[config.mk]
export PLATFORM = sky130hd
export DESIGN_NAME = inst_prefetch
export DESIGN_NICKNAME = d
export VERILOG_FILES = /design/src/rtl/inst_prefetch_pkg.sv /design/src/rtl/fetch_fifo.sv /design/src/rtl/inst_prefetch.sv
export SDC_FILE = /design/constraint.sdc
export NUM_CORES = 1
export LEC_CHECK = 0
export ABC_AREA = 1
export BUFFER_PORTS_ARGS = -buffer_cell sky130_fd_sc_hd__buf_2
export CAP_MARGIN = 40
export CELL_PAD_IN_SITES_DETAIL_PLACEMENT = 0
export CELL_PAD_IN_SITES_GLOBAL_PLACEMENT = 1
export CORE_ASPECT_RATIO = 0.9
export CORE_MARGIN = 2
export CORE_UTILIZATION = 49
export DETAILED_ROUTE_END_ITERATION = 10
export GPL_TIMING_DRIVEN = 0
export PLACE_DENSITY = 0.92
export RECOVER_POWER = 50
export SKIP_CTS_REPAIR_TIMING = 1
export SLEW_MARGIN = 20
export SYNTH_ARGS = -nofsm -noshare
export SYNTH_HDL_FRONTEND = slang
export SYNTH_SLANG_ARGS = --single-unit
[constraint.sdc]
create_clock -name clk -period 6.3 [get_ports clk]
set_clock_uncertainty 0.05 [all_clocks]
set_input_delay 0.315 -clock clk [delete_from_list [all_inputs] [get_ports clk]]
set_output_delay 0.315 -clock clk [all_outputs]
set_load 0.005 [all_outputs]
[src/rtl/inst_prefetch_pkg.sv]
// rtl/inst_prefetch_pkg.sv - shared types and constants for the instruction prefetch front end
// Entry layout, default sizing and the fetch state encoding.
package inst_prefetch_pkg;
   localparam int          DEFAULT_DEPTH    = 4;
   localparam int          PTR_W            = $clog2(DEFAULT_DEPTH);
   localparam int          CNT_W            = PTR_W + 1;
   localparam logic [31:0] DEFAULT_RESET_PC = 32'h0000_0000;
   localparam logic [31:0] WORD_INC         = 32'd4;

   typedef struct packed {
      logic [31:0] pc;
      logic [31:0] word;
   } fetch_entry_t;

   typedef enum logic {
      ST_RUN,
      ST_DRAIN
   } fetch_state_e;
endpackage

[src/rtl/fetch_fifo.sv]
// rtl/fetch_fifo.sv - DEPTH-entry synchronous queue of fetched {pc, word} entries
// Head is read straight from storage; clear empties the queue in one cycle.
module fetch_fifo
   import inst_prefetch_pkg::*;
#(
   parameter int DEPTH = DEFAULT_DEPTH
) (
   input  logic                       clk,
   input  logic                       rst,
   input  logic                       clear,
   input  logic                       push,
   input  logic [31:0]                push_pc,
   input  logic [31:0]                push_word,
   input  logic                       pop,
   output logic [31:0]                head_pc,
   output logic [31:0]                head_word,
   output logic [$clog2(DEPTH):0]     count
);
   localparam int                QPTR_W  = $clog2(DEPTH);
   localparam int                QCNT_W  = QPTR_W + 1;
   localparam logic [QPTR_W-1:0] PTR_ONE = QPTR_W'(1);
   localparam logic [QCNT_W-1:0] CNT_ONE = QCNT_W'(1);
   localparam logic [QCNT_W-1:0] CNT_MAX = QCNT_W'(DEPTH);

   fetch_entry_t      mem_q [DEPTH];
   logic [QPTR_W-1:0] rd_ptr_q, wr_ptr_q;
   logic [QCNT_W-1:0] count_q;

   always_ff @(posedge clk) begin
      if (push) begin
         mem_q[wr_ptr_q] <= '{pc: push_pc, word: push_word};
      end
   end

   always_ff @(posedge clk) begin
      if (rst || clear) begin
         rd_ptr_q <= '0;
         wr_ptr_q <= '0;
         count_q  <= '0;
      end else begin
         if (push) wr_ptr_q <= wr_ptr_q + PTR_ONE;
         if (pop)  rd_ptr_q <= rd_ptr_q + PTR_ONE;
         if (push && !pop)      count_q <= count_q + CNT_ONE;
         else if (pop && !push) count_q <= count_q - CNT_ONE;
      end
   end

   // The credit scheme upstream makes these unreachable; they guard the invariant.
   always_ff @(posedge clk) begin
      if (!rst && !clear) begin
         if (push && !pop) assert (count_q != CNT_MAX);
         if (pop)          assert (count_q != '0);
      end
   end

   assign head_pc   = mem_q[rd_ptr_q].pc;
   assign head_word = mem_q[rd_ptr_q].word;
   assign count     = count_q;
endmodule

[src/rtl/inst_prefetch.sv]
// rtl/inst_prefetch.sv - sequential instruction prefetcher with redirect flush and stale-response drain
// Optional FETCH_BYPASS_EN forwards a response straight to the datapath when the queue is empty.
module inst_prefetch
   import inst_prefetch_pkg::*;
#(
   parameter int          DEPTH    = DEFAULT_DEPTH,
   parameter logic [31:0] RESET_PC = DEFAULT_RESET_PC
) (
   input  logic        clk,
   input  logic        rst,
   input  logic        redirect,
   input  logic [31:0] redirect_pc,
   output logic        mem_req_valid,
   input  logic        mem_req_ready,
   output logic [31:0] mem_req_addr,
   input  logic        mem_rsp_valid,
   input  logic [31:0] mem_rsp_data,
   output logic        inst_valid,
   input  logic        inst_ready,
   output logic [31:0] inst,
   output logic [31:0] inst_pc
);
   localparam int            CW         = $clog2(DEPTH) + 1;
   localparam logic [CW-1:0] CNT_ONE    = CW'(1);
   localparam logic [CW:0]   CREDIT_MAX = (CW + 1)'(DEPTH);

   fetch_state_e  state_q;
   logic [31:0]   fetch_pc_q, fetch_pc_d, rsp_pc_q, rsp_pc_d;
   logic [CW-1:0] outstanding_q, outstanding_d, drop_q, drop_d, count;
   logic [31:0]   head_pc, head_word;
   logic          q_empty, req_fire, rsp_take, bypass, push, pop;

   fetch_fifo #(.DEPTH(DEPTH)) u_fifo (
      .clk       (clk),
      .rst       (rst),
      .clear     (redirect),
      .push      (push),
      .push_pc   (rsp_pc_q),
      .push_word (mem_rsp_data),
      .pop       (pop),
      .head_pc   (head_pc),
      .head_word (head_word),
      .count     (count)
   );

   // Every issued request owns a queue slot until its word is popped or dropped.
   assign q_empty       = (count == '0);
   assign mem_req_valid = !rst && !redirect && (({1'b0, count} + {1'b0, outstanding_q}) < CREDIT_MAX);
   assign mem_req_addr  = fetch_pc_q;
   assign req_fire      = mem_req_valid && mem_req_ready;
   assign rsp_take      = mem_rsp_valid && !redirect && (state_q == ST_RUN);

`ifdef FETCH_BYPASS_EN
   assign bypass = rsp_take && q_empty;
`else
   assign bypass = 1'b0;
`endif

   assign inst_valid = !q_empty || bypass;
   assign pop        = !q_empty && inst_ready && !redirect;
   assign push       = rsp_take && !(bypass && inst_ready);

   always_comb begin
      inst    = 32'h0;
      inst_pc = 32'h0;
      if (!q_empty) begin
         inst    = head_word;
         inst_pc = head_pc;
      end else if (bypass) begin
         inst    = mem_rsp_data;
         inst_pc = rsp_pc_q;
      end
   end

   always_comb begin
      fetch_pc_d    = fetch_pc_q;
      rsp_pc_d      = rsp_pc_q;
      outstanding_d = outstanding_q;
      drop_d        = drop_q;
      if (req_fire && !mem_rsp_valid)      outstanding_d = outstanding_q + CNT_ONE;
      else if (!req_fire && mem_rsp_valid) outstanding_d = outstanding_q - CNT_ONE;
      if (redirect) begin
         fetch_pc_d = redirect_pc & ~32'h3;
         rsp_pc_d   = redirect_pc & ~32'h3;
         // Everything still in flight is stale, except a response landing right now.
         drop_d     = mem_rsp_valid ? (outstanding_q - CNT_ONE) : outstanding_q;
      end else begin
         if (req_fire) fetch_pc_d = fetch_pc_q + WORD_INC;
         if (rsp_take) rsp_pc_d   = rsp_pc_q + WORD_INC;
         if (mem_rsp_valid && (state_q == ST_DRAIN)) drop_d = drop_q - CNT_ONE;
      end
   end

   always_ff @(posedge clk) begin
      if (rst) begin
         state_q       <= ST_RUN;
         fetch_pc_q    <= RESET_PC;
         rsp_pc_q      <= RESET_PC;
         outstanding_q <= '0;
         drop_q        <= '0;
      end else begin
         state_q       <= (drop_d != '0) ? ST_DRAIN : ST_RUN;
         fetch_pc_q    <= fetch_pc_d;
         rsp_pc_q      <= rsp_pc_d;
         outstanding_q <= outstanding_d;
         drop_q        <= drop_d;
      end
   end
endmodule

# After elaboration in Yosys (flattened, before gate mapping)
# Memories as Yosys holds them, arrays and structs flattened. A register that Yosys moved wholly into a read port is not among the register bits.
# Index checks and enable logic that the tools add are counted.
dict set report totals {
  ff_bits 78
  mem_bits_rw 256
  inputBits 70
  output_inout_bits 98
  elab_cells 68
  mem_count 1
}
dict set report op_classes {
  n_addsub 10
  magnitude_cmp 1
  muxes 18
  bitwise 1
  reduce_logical 27
}
# memory depth width read_ports rd_ports_with_merged_regs write_ports line_no
set mem_list {}
lappend mem_list {u_fifo.mem_q 4 64 1 1 1 fetch_fifo.sv:25} ;# fetch_entry_t mem_q [DEPTH];
# operator count
set op_table {}
lappend op_table {{$mux 32} 6}
lappend op_table {{$add 32x3->32 const B} 2}
lappend op_table {{$mux 3} 7}
lappend op_table {{$logic_and 1x1->1} 12}
lappend op_table {{$sub 3x1->3 const B} 3}
lappend op_table {{$reduce_bool 2->1} 4}
lappend op_table {{$logic_not 1->1} 7}
lappend op_table {{$add 3x1->3 const B} 2}
lappend op_table {{$add 2x1->2 const B} 2}
lappend op_table {{$add 3x3->4} 1}
lappend op_table {{$lt 4x3->1 const B} 1}
lappend op_table {{$mux 2} 2}
lappend op_table {{$logic_not 3->1} 1}
lappend op_table {{$mux 1} 3}
lappend op_table {{$reduce_bool 3->1} 1}
lappend op_table {{$reduce_or 2->1} 1}
lappend op_table {{$logic_or 1x1->1} 1}
lappend op_table {{$not 1->1} 1}

# Longest topological paths before layout
dict set report depth {
  word_depth 8
  depth_mapped 13
  depth_no_buf 12
}

# Hierarchy
# From an unflattened synthesis, not the netlist that was laid out.
dict set report unflattened {
  hier_cells 1586
  area_unflattened_um2 15103.2
}
# mod instances cells_each area_each_um2 seq_area_each_um2
set by_module_without_submodules {}
lappend by_module_without_submodules {fetch_fifo 1 676 9940.8 7867.5}
lappend by_module_without_submodules {inst_prefetch 1 910 5162.5 1341.3}

# Least setup slack after synthesis
# Ideal clock, no wire load.
dict set report synth_timing {
  path_kind {register to register}
  from {register state_q}
  to {memory u_fifo.mem_q[0][0] (netlist name) (enable)}
  setup_time_ns 0.483
  t_arrival_ns 3.556
  t_required_ns 5.767
  path_slack_ns 2.211
  stages_incl_launch_ff 7
  path_buffers 1
  synth_period_minus_slack_ns 4.089
  cell_sequence {dfxtp_1 nor2_8 inv_2 nor2_2 buf_4 inv_2 nor2_1}
}
dict set report synth_between {
  elab_chain_len 4
}
# item line_no
set synth_lines {}
lappend synth_lines {{from (decl)} inst_prefetch.sv:27} ;# fetch_state_e state_q;
lappend synth_lines {{from (signal assigned)} inst_prefetch.sv:102} ;# state_q <= (drop_d != '0) ? ST_DRAIN : ST_RUN;
lappend synth_lines {{$not 1->1} inst_prefetch.sv:51} ;# assign rsp_take = mem_rsp_valid && !redirect && (state_q == ST_RUN);
lappend synth_lines {{$logic_and 1x1->1} inst_prefetch.sv:51}
lappend synth_lines {{$mux 1} fetch_fifo.sv:30} ;# if (push) begin
lappend synth_lines {{$mux 1 (implied by the code)} fetch_fifo.sv:31} ;# mem_q[wr_ptr_q] <= '{pc: push_pc, word: push_word};
lappend synth_lines {{to (decl)} fetch_fifo.sv:25}
# No other way between the ends.

# Worst setup path after layout
dict set report layout_timing {
  from {register state_q}
  to {memory u_fifo.mem_q[2][45] (netlist name) (enable)}
}
# Same word-level chain as after synthesis.

==> metrics.cfg <==
[setup_path]
rr_endpoint = u_fifo.mem_q[2][45]
regToRegSetupSlack_ns = 2.46
crit_start = state_q
rr_worst_depth = 8
cp_cell_sequence = nor2_1 -> inv_1 -> nor2_1 -> clkbuf_1 -> inv_1 -> nor2_4 -> buf_16 -> buf_16
critPathRequiredTime_ns = 6.46
slowest_delay_ns = 0.69
path_class = reg -> reg
crit_slowest_cell = nor2_1
path_max_fanout = 19
cp-start-kind = flop
endpoint_kind = flop
arrival_ns = 4.00
rr_startpoint = state_q

[placed_design]
dpl.hpwl_um = 26900
numPortBuffers = 160
detailedPlace.worstSlack_ns = 3.56
place.gp.congestion = 0.880

[grt]
grt_usage_pct = 24.5
antenna_found_initial = 0
grt_pass1_vias = 11200
grt_overflow = 0
grt_max_degree = 24
grt_pass1_wl_um = 60700

[floorplan]
start_util_pct = 49.5
coreArea_um2 = 29700
num_io_pins = 168
rows = 60
dieArea_um2 = 31400
die_h_um = 168
die_w_um = 187

[logic_synthesis]
ys_ff_latch = 324
yosys-top-cells-count = nor2_1, nand2_1, edfxtp_1
seq_area_frac_synth_pct = 61.0
synth_area_leader_cell = edfxtp_1
ys.warnings.count = 0
synthArstFlopShare_pct = 0
synth_top_area_share_pct = 50.7
yosys-top-cells-area = edfxtp_1, dfxtp_1, nor2_1, nand2_1, o21ai_0
avgSynthCellArea_um2 = 9.26
synth_edf_count = 248
yosysMostFrequentCell = nor2_1
syn_inst = 1587
yosysUniqueCellTypes = 40
synth_ff_type = edfxtp_1
syn-cell-area_um2 = 14700

[clock_network]
clock_latency_ns = 0.51
cts_max_level = 2
clk_pin_slew_ns = 0.06
ctsLongestPathBuffers = 3
ctsRootBufferMaster = clkbuf_16
cts_inserted_buffers = 34
cts_tree = yes
cts_sinks = 324

[job]
drv_cap = 0

[power]
combPwrFrac_pct = 7.9
switchingPower_w = 0.00114
swShare_pct = 23.7
seqPwrFrac_pct = 50.6
power.density_nw_per_um2 = 272
p_clk_share_pct = 41.5
p_int_w = 0.00366
ir_worst_vdd_uv = 169
leakage_nw = 6.58

[routing]
drt-total-wl_um = 39000
drtIter0Drc = 972
vias = 11900
drt-vias-per-instance = 5.28
wl_met2_um = 18700
topRoutingLayerUsed = met4
first_pass_iters = 5
antenna_left = 0
met3_length_um = 3040
drt-met1-wl_um = 16500
wl_per_cell_um = 17.3
drc = 0

[sta]
worst_slack_ns = 2.46
finalSetupViolations = 0
fin_crit_ns = 3.84
maxSlewViolCount = 0
fmax_mhz = 261
worstMarginPinSlew_ns = 0.901
rsz0062_at_grt = false
period_share_pct = 60.9
slew_headroom_pct = 39.7
hold_viol = 0

[worst_hold_path]
min-delay-start = redirect_pc[28]
min_path_cells = 3
hold_path_end = rsp_pc_q[28]
worst_hold_path_type = in -> reg

[layout]
area_delta_synth_final_pct = 19.9
final_core_util_pct = 59.3
nets = 1915
nFillCells = 2544
n_antenna_cell = 0
drive_gt1_share_pct = 12.0

[status]
status = finished, final reports clean

[critical path: cells and delay by family (launching register included)]
| kind | cells | cell delay [ns] |
|---|---|---|
| buffers and inverters | 5 | 1.67 |
| DFF | 1 | 0.31 |
| and+or+nand+nor | 3 | 1.49 |
[routing by layer]
| layer | vias up | GRT usage [%] |
|---|---|---|
| met5 | - | 0 |
| met1 | 5540 | 33.4 |
| met2 | 524 | 41.6 |
| met4 | 0 | 6.90 |
| met3 | 57 | 3.11 |
| li1 | 5819 | - |
[flip-flops by register name, summed over array words and instances (netlist names), 2 cells and up, named ones only]
signal	flops
u_fifo.count	3
u_fifo.wr_ptr_q	2
rsp_pc_q	30
mem_req_addr	30
u_fifo.mem_q	248
outstanding_q	3
u_fifo.rd_ptr_q	2
drop_q	3
[how the worst max path moves through the flow]
stage | endpoint | slack [ns] | cells after the start
floorplan | u_fifo.mem_q[0][0] | 2.21 | 6
global placement | u_fifo.mem_q[0][28] | -0.18 | 8
detailed placement | u_fifo.mem_q[2][29] | 3.56 | 10
CTS | inst[30] | 3.50 | 7
global route | u_fifo.mem_q[2][55] | 2.20 | 8
finish | u_fifo.mem_q[2][45] | 2.46 | 8
[final cells by class]
class / instances / area, µm² / area share [%]
timing repair buffer: 205 / 1370 / 7.79
sequential: 324 / 8970 / 50.9
multi-input combinational: 1079 / 4920 / 27.9
inverter: 115 / 433 / 2.46
clock inverter: 24 / 231 / 1.31
clock buffer: 38 / 887 / 5.03
buffer: 72 / 309 / 1.75
tap: 403 / 504 / 2.86
[stage by stage]
step	cell area, µm²	power, W	hold slack, ns	std cells	setup TNS (ns)
floorplan	14700	0.00267	0.364	1590	0
global placement	16000	0.00283	0.406	2153	-22.63
detailed placement	16400	0.00285	0.412	2166	0
CTS	17500	0.00482	-0.0513	2228	0
global route	17600	0.00497	0.0454	2260	0
finish	17600	0.00480	0.0220	2260	0
[cells by family after synthesis]
family                     share of synthesized area (%)
buffers and inverters                               5.31
adders and majority gates                           1.24
AOI/OAI and AO/OA                                   11.1
and+or+nand+nor                                     20.5
xor gates and xnor gates                           0.715
other                                             0.0255
muxes                                              0.136
DFF                                                 61.0
[power groups by stage]
stage / Clock, W / Sequential, W / Combinational, W
after floorplan: 0 / 0.00245 / 0.000215
after global placement: 0 / 0.00247 / 0.000356
after detailed placement: 0 / 0.00247 / 0.000376
after CTS: 0.00202 / 0.00243 / 0.000379
after global routing: 0.00211 / 0.00243 / 0.000424
final: 0.00199 / 0.00243 / 0.000381
[layout by cell type, fill, tap and decap left out, types with 32 or more instances in the layout]
cell type	count
dfxtp_1	76
o21ai_0	172
buf_2	128
clkbuf_1	97
clkbuf_16	35
nand2_1	258
nor2_1	360
a21oi_1	123
edfxtp_1	248
dlygate4sd3_1	32
inv_1	110
nand3_1	79
No activity file was read; power rests on OpenSTA's default activity.
